===== src/rtl/muldiv_ctrl_if.sv =====
// Request channel between the pipeline and the mul/div controller.
// The pipeline side is the master, the controller is the slave.
interface muldiv_ctrl_if #(
    parameter int DATA_W = 32
);
    logic              req_valid;
    logic              req_ready;
    logic              req_is_div;
    logic              req_sign;
    logic [DATA_W-1:0] req_a;
    logic [DATA_W-1:0] req_b;

    modport master (
        output req_valid, req_is_div, req_sign, req_a, req_b,
        input  req_ready
    );

    modport slave (
        input  req_valid, req_is_div, req_sign, req_a, req_b,
        output req_ready
    );
endinterface


===== src/rtl/muldiv_ctrl.sv =====
// Sequencing controller for an iterative multiply/divide unit.
// Accepts one operation at a time, launches the unit, waits for completion
// (bounded by a 64-cycle watchdog), then commits the result into the
// architectural HI/LO pair. Also arbitrates MTHI/MTLO writes and raises a
// pipeline stall for HI/LO accesses while an operation is in flight.
module muldiv_ctrl #(
    parameter int DATA_W = 32
) (
    input  logic              clk,
    input  logic              rst_n,
    muldiv_ctrl_if.slave      req,
    input  logic              flush,
    output logic              unit_start,
    output logic              unit_is_div,
    output logic              unit_sign,
    output logic [DATA_W-1:0] unit_a,
    output logic [DATA_W-1:0] unit_b,
    output logic              unit_abort,
    input  logic              unit_done,
    input  logic [DATA_W-1:0] unit_hi,
    input  logic [DATA_W-1:0] unit_lo,
    input  logic              rd_hi,
    input  logic              rd_lo,
    input  logic              wr_hi,
    input  logic              wr_lo,
    input  logic [DATA_W-1:0] wr_data,
    output logic [DATA_W-1:0] hi,
    output logic [DATA_W-1:0] lo,
    output logic              busy,
    output logic              stall,
    output logic              dz_flag,
    output logic              tmo_flag
);

    typedef enum logic [1:0] {
        S_IDLE   = 2'd0,
        S_LAUNCH = 2'd1,
        S_WAIT   = 2'd2,
        S_COMMIT = 2'd3
    } state_t;

    // Last counter value before the watchdog fires (64 WAIT cycles total).
    localparam logic [5:0] TMO_LAST = 6'd63;

    state_t            state_q;
    logic [5:0]        cnt_q;
    logic              unit_start_q;
    logic              unit_abort_q;
    logic              unit_is_div_q;
    logic              unit_sign_q;
    logic [DATA_W-1:0] unit_a_q;
    logic [DATA_W-1:0] unit_b_q;
    logic              dz_q;
    logic              tmo_q;
    logic [DATA_W-1:0] res_hi_q;
    logic [DATA_W-1:0] res_lo_q;
    logic [DATA_W-1:0] hi_q, hi_d;
    logic [DATA_W-1:0] lo_q, lo_d;

    logic accept;
    logic div_zero;

    // A flush in the same cycle as a request blocks acceptance.
    assign accept   = req.req_valid && (state_q == S_IDLE) && !flush;
    assign div_zero = req.req_is_div && (req.req_b == '0);

    assign req.req_ready = (state_q == S_IDLE);
    assign busy          = (state_q != S_IDLE);
    assign stall         = busy && (rd_hi || rd_lo || wr_hi || wr_lo);

    assign unit_start  = unit_start_q;
    assign unit_abort  = unit_abort_q;
    assign unit_is_div = unit_is_div_q;
    assign unit_sign   = unit_sign_q;
    assign unit_a      = unit_a_q;
    assign unit_b      = unit_b_q;
    assign dz_flag     = dz_q;
    assign tmo_flag    = tmo_q;
    assign hi          = hi_q;
    assign lo          = lo_q;

    // Operation FSM with registered launch/abort/flag pulses and operand latches.
    always_ff @(posedge clk or negedge rst_n) begin
        if (!rst_n) begin
            state_q       <= S_IDLE;
            cnt_q         <= '0;
            unit_start_q  <= 1'b0;
            unit_abort_q  <= 1'b0;
            unit_is_div_q <= 1'b0;
            unit_sign_q   <= 1'b0;
            unit_a_q      <= '0;
            unit_b_q      <= '0;
            dz_q          <= 1'b0;
            tmo_q         <= 1'b0;
            res_hi_q      <= '0;
            res_lo_q      <= '0;
        end else begin
            unit_start_q <= 1'b0;
            unit_abort_q <= 1'b0;
            dz_q         <= 1'b0;
            tmo_q        <= 1'b0;
            case (state_q)
                S_IDLE: begin
                    if (accept) begin
                        if (div_zero) begin
                            // Never reaches the unit; HI/LO are left alone.
                            dz_q <= 1'b1;
                        end else begin
                            unit_is_div_q <= req.req_is_div;
                            unit_sign_q   <= req.req_sign;
                            unit_a_q      <= req.req_a;
                            unit_b_q      <= req.req_b;
                            state_q       <= S_LAUNCH;
                        end
                    end
                end
                S_LAUNCH: begin
                    if (flush) begin
                        // Start has not gone out yet, so only the abort is sent.
                        unit_abort_q <= 1'b1;
                        state_q      <= S_IDLE;
                    end else begin
                        unit_start_q <= 1'b1;
                        cnt_q        <= '0;
                        state_q      <= S_WAIT;
                    end
                end
                S_WAIT: begin
                    if (flush) begin
                        unit_abort_q <= 1'b1;
                        state_q      <= S_IDLE;
                    end else if (unit_done) begin
                        res_hi_q <= unit_hi;
                        res_lo_q <= unit_lo;
                        state_q  <= S_COMMIT;
                    end else if (cnt_q == TMO_LAST) begin
                        tmo_q        <= 1'b1;
                        unit_abort_q <= 1'b1;
                        state_q      <= S_IDLE;
                    end else begin
                        cnt_q <= cnt_q + 6'd1;
                    end
                end
                S_COMMIT: begin
                    // Flush is deliberately ignored here: the result is final.
                    state_q <= S_IDLE;
                end
                default: state_q <= S_IDLE;
            endcase
        end
    end

    // HI/LO next value: commit wins; MTHI/MTLO only take effect while idle.
    always_comb begin
        hi_d = hi_q;
        lo_d = lo_q;
        if (state_q == S_COMMIT) begin
            hi_d = res_hi_q;
            lo_d = res_lo_q;
        end else if (state_q == S_IDLE) begin
            if (wr_hi) hi_d = wr_data;
            if (wr_lo) lo_d = wr_data;
        end
    end

    // Architectural HI/LO registers.
    always_ff @(posedge clk or negedge rst_n) begin
        if (!rst_n) begin
            hi_q <= '0;
            lo_q <= '0;
        end else begin
            hi_q <= hi_d;
            lo_q <= lo_d;
        end
    end

endmodule


===== src/flat_wrapper.sv =====
// flat-port wrapper written by rule: the top's interface ports become plain ports
module muldiv_ctrl_flat 
#(
    parameter int DATA_W = 32
)
  (clk, rst_n, flush, unit_start, unit_is_div, unit_sign, unit_a, unit_b, unit_abort, unit_done, unit_hi, unit_lo, rd_hi, rd_lo, wr_hi, wr_lo, wr_data, hi, lo, busy, stall, dz_flag, tmo_flag, req_req_valid, req_req_is_div, req_req_sign, req_req_a, req_req_b, req_req_ready);
  muldiv_ctrl_if #(.DATA_W(DATA_W)) req_i ();
  input  logic clk;
  input  logic rst_n;
  input  logic flush;
  output logic unit_start;
  output logic unit_is_div;
  output logic unit_sign;
  output logic [DATA_W-1:0] unit_a;
  output logic [DATA_W-1:0] unit_b;
  output logic unit_abort;
  input  logic unit_done;
  input  logic [DATA_W-1:0] unit_hi;
  input  logic [DATA_W-1:0] unit_lo;
  input  logic rd_hi;
  input  logic rd_lo;
  input  logic wr_hi;
  input  logic wr_lo;
  input  logic [DATA_W-1:0] wr_data;
  output logic [DATA_W-1:0] hi;
  output logic [DATA_W-1:0] lo;
  output logic busy;
  output logic stall;
  output logic dz_flag;
  output logic tmo_flag;
  input wire logic [$bits(req_i.req_valid)-1:0] req_req_valid;
  input wire logic [$bits(req_i.req_is_div)-1:0] req_req_is_div;
  input wire logic [$bits(req_i.req_sign)-1:0] req_req_sign;
  input wire logic [$bits(req_i.req_a)-1:0] req_req_a;
  input wire logic [$bits(req_i.req_b)-1:0] req_req_b;
  output wire logic [$bits(req_i.req_ready)-1:0] req_req_ready;
  assign req_i.req_valid = req_req_valid;
  assign req_i.req_is_div = req_req_is_div;
  assign req_i.req_sign = req_req_sign;
  assign req_i.req_a = req_req_a;
  assign req_i.req_b = req_req_b;
  assign req_req_ready = req_i.req_ready;
  muldiv_ctrl #(.DATA_W(DATA_W)) u_core (.clk(clk), .rst_n(rst_n), .req(req_i), .flush(flush), .unit_start(unit_start), .unit_is_div(unit_is_div), .unit_sign(unit_sign), .unit_a(unit_a), .unit_b(unit_b), .unit_abort(unit_abort), .unit_done(unit_done), .unit_hi(unit_hi), .unit_lo(unit_lo), .rd_hi(rd_hi), .rd_lo(rd_lo), .wr_hi(wr_hi), .wr_lo(wr_lo), .wr_data(wr_data), .hi(hi), .lo(lo), .busy(busy), .stall(stall), .dz_flag(dz_flag), .tmo_flag(tmo_flag));
endmodule

===== config.mk =====
export PLATFORM = sky130hd
export DESIGN_NAME = muldiv_ctrl_flat
export DESIGN_NICKNAME = d
export VERILOG_FILES = /design/src/rtl/muldiv_ctrl_if.sv /design/src/rtl/muldiv_ctrl.sv /design/src/flat_wrapper.sv
export SDC_FILE = /design/constraint.sdc
export NUM_CORES = 1
export LEC_CHECK = 0
export BUFFER_PORTS_ARGS = -buffer_cell sky130_fd_sc_hd__buf_2
export CAP_MARGIN = 25
export CORE_MARGIN = 4
export CORE_UTILIZATION = 50
export CTS_CLUSTER_SIZE = 24
export DETAILED_ROUTE_END_ITERATION = 7
export GPL_TIMING_DRIVEN = 0
export PLACE_DENSITY = 0.8
export SLEW_MARGIN = 20
export SYNTH_ARGS = -nofsm -noshare
export SYNTH_HDL_FRONTEND = slang
export SYNTH_SLANG_ARGS = --single-unit

===== constraint.sdc =====
create_clock -name clk -period 2.8 [get_ports clk]
set_clock_uncertainty 0.15 [all_clocks]
set_input_delay 0.14 -clock clk [delete_from_list [all_inputs] [get_ports clk]]
set_output_delay 0.14 -clock clk [all_outputs]
set_load 0.1 [all_outputs]

# ---- Word-level counts from Yosys, hierarchy flattened
# Index checks and enable logic that the tools add are counted.
dict set report totals {
  regBits 206
  wordCells 79
  out_inout_bits 137
}
dict set report op_classes {
  addsub 1
  muxes 30
  n_bitwise 2
  n_reduce_logical 21
  eq_ne 11
}
# operator count
set ops {}
lappend ops {{$mux W32} 6}
lappend ops {{$logic_not A32 Y1} 1}
lappend ops {{$mux W6} 4}
lappend ops {{$mux W2} 6}
lappend ops {{$pmux W6 S2} 1}
lappend ops {{$mux W1} 11}
lappend ops {{$ne A2 B2 Y1 const B} 5}
lappend ops {{$reduce_bool A2 Y1} 5}
lappend ops {{$reduce_and A3 Y1} 3}
lappend ops {{$pmux W2 S4} 1}
lappend ops {{$add A6 B1 Y6 const B} 1}
lappend ops {{$eq A6 B6 Y1 const B} 1}
lappend ops {{$reduce_and A5 Y1} 1}
lappend ops {{$eq A2 B2 Y1 const B} 2}
lappend ops {{$logic_and A1 B1 Y1} 4}
lappend ops {{$ne A4 B3 Y1 const B} 1}
lappend ops {{$reduce_and A2 Y1} 2}
lappend ops {{$logic_or A1 B1 Y1} 3}
lappend ops {{$eq A2 B1 Y1 const B} 1}
lappend ops {{$logic_not A2 Y1} 1}
lappend ops {{$ne A2 B1 Y1 const B} 1}
lappend ops {{$not A1 Y1} 2}
lappend ops {{$pmux W1 S2} 1}
lappend ops {{$logic_not A1 Y1} 1}

# ---- Longest topological paths before layout
dict set report logic_depth {
  depth_word 5
  depth_mapped 7
  depth_no_buf 7
}

# ---- Least setup slack after synthesis
# No wires, ideal clock.
dict set report synth_path {
  kind {reg-to-output}
  from {register u_core.state_q[0]}
  to {output stall}
  arrival_ns 2.459
  stages_incl_launch_ff 4
  t_required_ns 2.510
  slack_ns 0.051
  cell_sequence {dfrtp_1 -> inv_1 -> ha_1 -> nor2_1}
}
dict set report synth_between {
  elab_chain_cells 2
}
# item line
set synth_lines {}
lappend synth_lines {{from (decl)} muldiv_ctrl.sv:45} ;# state_t state_q;
lappend synth_lines {{from (signal assigned)} muldiv_ctrl.sv:85} ;# state_q <= S_IDLE;
lappend synth_lines {{from (signal assigned)} muldiv_ctrl.sv:113} ;# state_q <= S_LAUNCH;
lappend synth_lines {{from (signal assigned)} muldiv_ctrl.sv:121} ;# state_q <= S_IDLE;
lappend synth_lines {{$reduce_bool A2 Y1} muldiv_ctrl.sv:68} ;# assign busy = (state_q != S_IDLE);
lappend synth_lines {{$logic_and A1 B1 Y1} muldiv_ctrl.sv:69} ;# assign stall = busy && (rd_hi || rd_lo || wr_hi || wr_lo);
lappend synth_lines {{to (decl)} flat_wrapper.sv:28} ;# output logic stall;
# No other way between the ends.

# ---- Worst setup path after layout
dict set report layout_path {
  from {register u_core.state_q[1]}
  to {register u_core.hi_q[12] (netlist: u_core.hi[12])}
}
dict set report layout_between {
  elab_chain_cells 3
}
# item line
set layout_lines {}
lappend layout_lines {{$eq A2 B2 Y1 / $logic_not A2 Y1 (equally long branches)} {muldiv_ctrl.sv:157, muldiv_ctrl.sv:160}}
lappend layout_lines {{$reduce_bool A2 Y1 (no source line)} -}
lappend layout_lines {{$reduce_and A2 Y1 (no source line)} -}
lappend layout_lines {{to (signal assigned)} muldiv_ctrl.sv:172} ;# hi_q <= hi_d;
lappend layout_lines {{to (decl)} muldiv_ctrl.sv:57} ;# logic [DATA_W-1:0] hi_q, hi_d;
# Parallel ways exist; a longest one is shown, timed or not.
# A chain may end at the register's enable or synchronous reset.

==> flow_summary.yaml <==
drt:
  wl_um: 30900
  vias: 7794
  drtIter0Drc: 458
  dr.pass1.iters: 4
  final_antenna_net_count: 0
  drc_errors: 0
  drt-wirelength-per-cell_um: 21.9
  vias_per_cell: 5.51
place:
  port_buffers: 307
  place_congestion: 0.953
  dp_slack_ps: 202
  dpl.hpwl_um: 18000
grt:
  grt_first_pass_wirelength_um: 48200
  antenna_found_initial: 1
  grt_pass1_vias: 8462
  gr-total-overflow: 0
  grtUsageTotal_pct: 31.4
  grt.met3_usage_pct: 7.66
  use_met1_pct: 36.6
  grt_use_met2_pct: 54.5
  busiest_layer: "met2"
  grt_max_degree: 88
floorplanning:
  rows: 47
  start_util_pct: 51.4
  die-area_um2: 19300
  fp.dieH_um: 139
  die_w_um: 139
  coreArea_um2: 16600
  io_pins: 308
setup_path:
  cpMaxStageDelayCell: "o21bai_1"
  worstPathMaxFanout: 10
  cp-start-kind: "flop"
  cpMostUsedCell: "clkbuf_1"
  crit_arrival_ps: 2770
  worstSetupEndpointType: "flop"
  slowest_delay_ps: 730
  crit_chain: "ha_1, clkbuf_1, o21bai_1, clkbuf_1, o21ai_0"
  critPathKind: "reg2reg"
  required_ps: 2990
synth:
  synth_edf_count: 0
  synth_seq_cells: 206
  syn-num-nets: 855
  netlist_area_um2: 8550
  synth_warnings: 0
  netlist_top_cells_area: "dfrtp_1 (60%), mux2_2 (12%), mux2_4 (7.0%)"
  synth_top_area_share_pct: 60.3
  synthArstFlopShare_pct: 100
  yosys.area.top_type: "dfrtp_1"
  ys.flop_type: "dfrtp_1"
  synth_commonest_cells: "dfrtp_1 (206), mux2_2 (91), o21ai_0 (72), nand2_1 (69), a21oi_1 (65)"
  synth.most_common_cell: "dfrtp_1"
  avgSynthCellArea_um2: 12.6
  ys_types: 28
  syn_inst: 678
  ys_seq_area_share_pct: 60.3
job:
  drv_cap: 0
clock_tree:
  clock_latency_ps: 500
  cts_htree_levels: 1
  cts_tree: "yes"
  root_buffer: "clkbuf_16"
  post-cts-setup-buffer-count: 0
  clkTransAtPathRegs_ps: 70
  numCtsBuffers: 22
  cts.path.max_buffers: 3
  clkSinkCount: 206
worst_hold_path:
  hp-class: "in2reg"
timing:
  slew_headroom_pct: 44.1
  hold_violations: 0
  tightest_slew_ps: 836
  final.setup.tns_ps: 0
  fin_crit_ps: 2580
  finalSetupViolCount: 0
  fmax_ghz: 0.388
  fin_crit_sh_pct: 92.1
  worst_slack_ps: 221
  rsz0062_at_grt: "false"
  maxSlewViolCount: 0
layout:
  drive_gt1_share_pct: 40.7
  layout.nets: 1355
  post-route-util_pct: 77.4
  syn_to_final_growth_pct: 50.6
run_status:
  status: "complete, no violations"
-- critical path, delay by kind of cell (launching register included) --
kind | cells | cell delay [ps]
AOI/OAI and AO/OA | 2 | 960
buffers and inverters | 2 | 710
adders and majority gates | 1 | 190
DFF | 1 | 410
-- metal layers --
layer  vias to the layer above  part of all wire, %
met1                      3810                   36
met2                       473                   50
met4                         0                  5.4
li1                       3379                    -
met5                         -                    0
met3                       132                  8.4
-- flip-flops by register name (all words and copies together), names as in the netlist --
name and count:
u_core.unit_abort 1, u_core.unit_b 32, u_core.lo 32, u_core.unit_sign 1, u_core.res_hi_q 32, u_core.unit_start 1, u_core.dz_flag 1, u_core.tmo_flag 1
u_core.res_lo_q 32, u_core.hi 32, u_core.cnt_q 6, u_core.state_q 2, u_core.unit_is_div 1, u_core.unit_a 32
-- worst paths after layout --
kind / start / end / slack [ps] / depth (start not counted)
worst max-delay path: u_core.state_q[1] / u_core.hi[12] / 220 / 5
worst min-delay path: wr_lo / u_core.lo[2] / 20 / 3
worst max register to register: u_core.state_q[1] / u_core.hi[12] / 220 / 5
worst min register to register: u_core.lo[29] / u_core.lo[29] / 330 / 2
max in group asynchronous: rst_n / u_core.res_lo_q[22] / 1990 / 3
min in group asynchronous: rst_n / u_core.unit_b[10] / 90 / 3
-- cell families (layout without fill, tap and decap cells) --
kind of cell | Yosys count | in the layout | share of synthesized area (%)
flip-flops | 206 | 206 | 60.3
XOR/XNOR | 1 | 1 | 0.102
buffers and inverters | 42 | 557 | 2.37
multiplexers | 132 | 132 | 19.1
adder cells (fa/ha/maj) | 6 | 6 | 0.878
AND/OR/NAND/NOR | 146 | 146 | 8.47
other | 0 | 1 | 0
AO/OA/AOI/OAI | 145 | 145 | 8.77
-- final cells by class --
type / instances / area, um2
Antenna cell: 1 / 2.50
Buffer: 37 / 184
Clock buffer: 36 / 694
Clock inverter: 3 / 65.1
Fill cell: 967 / 3770
Inverter: 5 / 18.8
Multi-Input combinational cell: 430 / 3200
Sequential cell: 206 / 5150
Tap cell: 220 / 275
Timing Repair Buffer: 476 / 3280
-- cell usage in the layout (no fill, tap or decap), drive strengths merged, types with 2 or more instances in the layout --
cell	Yosys	final
o31ai	3	3
clkbuf	26	62
a21oi	65	65
dlygate4sd3	0	166
o21bai	3	3
and2	3	3
mux2	131	131
nand2	69	69
nand3b	2	2
or3	2	2
dfrtp	206	206
nand2b	4	4
nor3	2	2
nand4	3	3
nor4	14	14
nand3	5	5
ha	6	6
nor4b	2	2
nor2	6	6
bufinv	0	2
buf	11	321
inv	5	5
o21ai	72	72
nor2b	34	34
-- stage by stage --
stage               cell area (um2)  hold WS (ps)  instances
finish                        12900          17.8       1414
global route                  12900          39.1       1414
CTS                           12900          13.2       1413
detailed placement            10400          -111       1207
global placement              10400           221       1205
floorplan                      8550          -306        678
-- timing repair --
item                                    in CTS  in global routing
gates resized for setup                      0                  1
hold buffers                               167                  0
endpoints found under the setup margin       0                  1
hold endpoints to repair                   399                  0
Power is not shown: default switching activity piles up to over one toggle a cycle in this logic, so the estimate is an artifact.
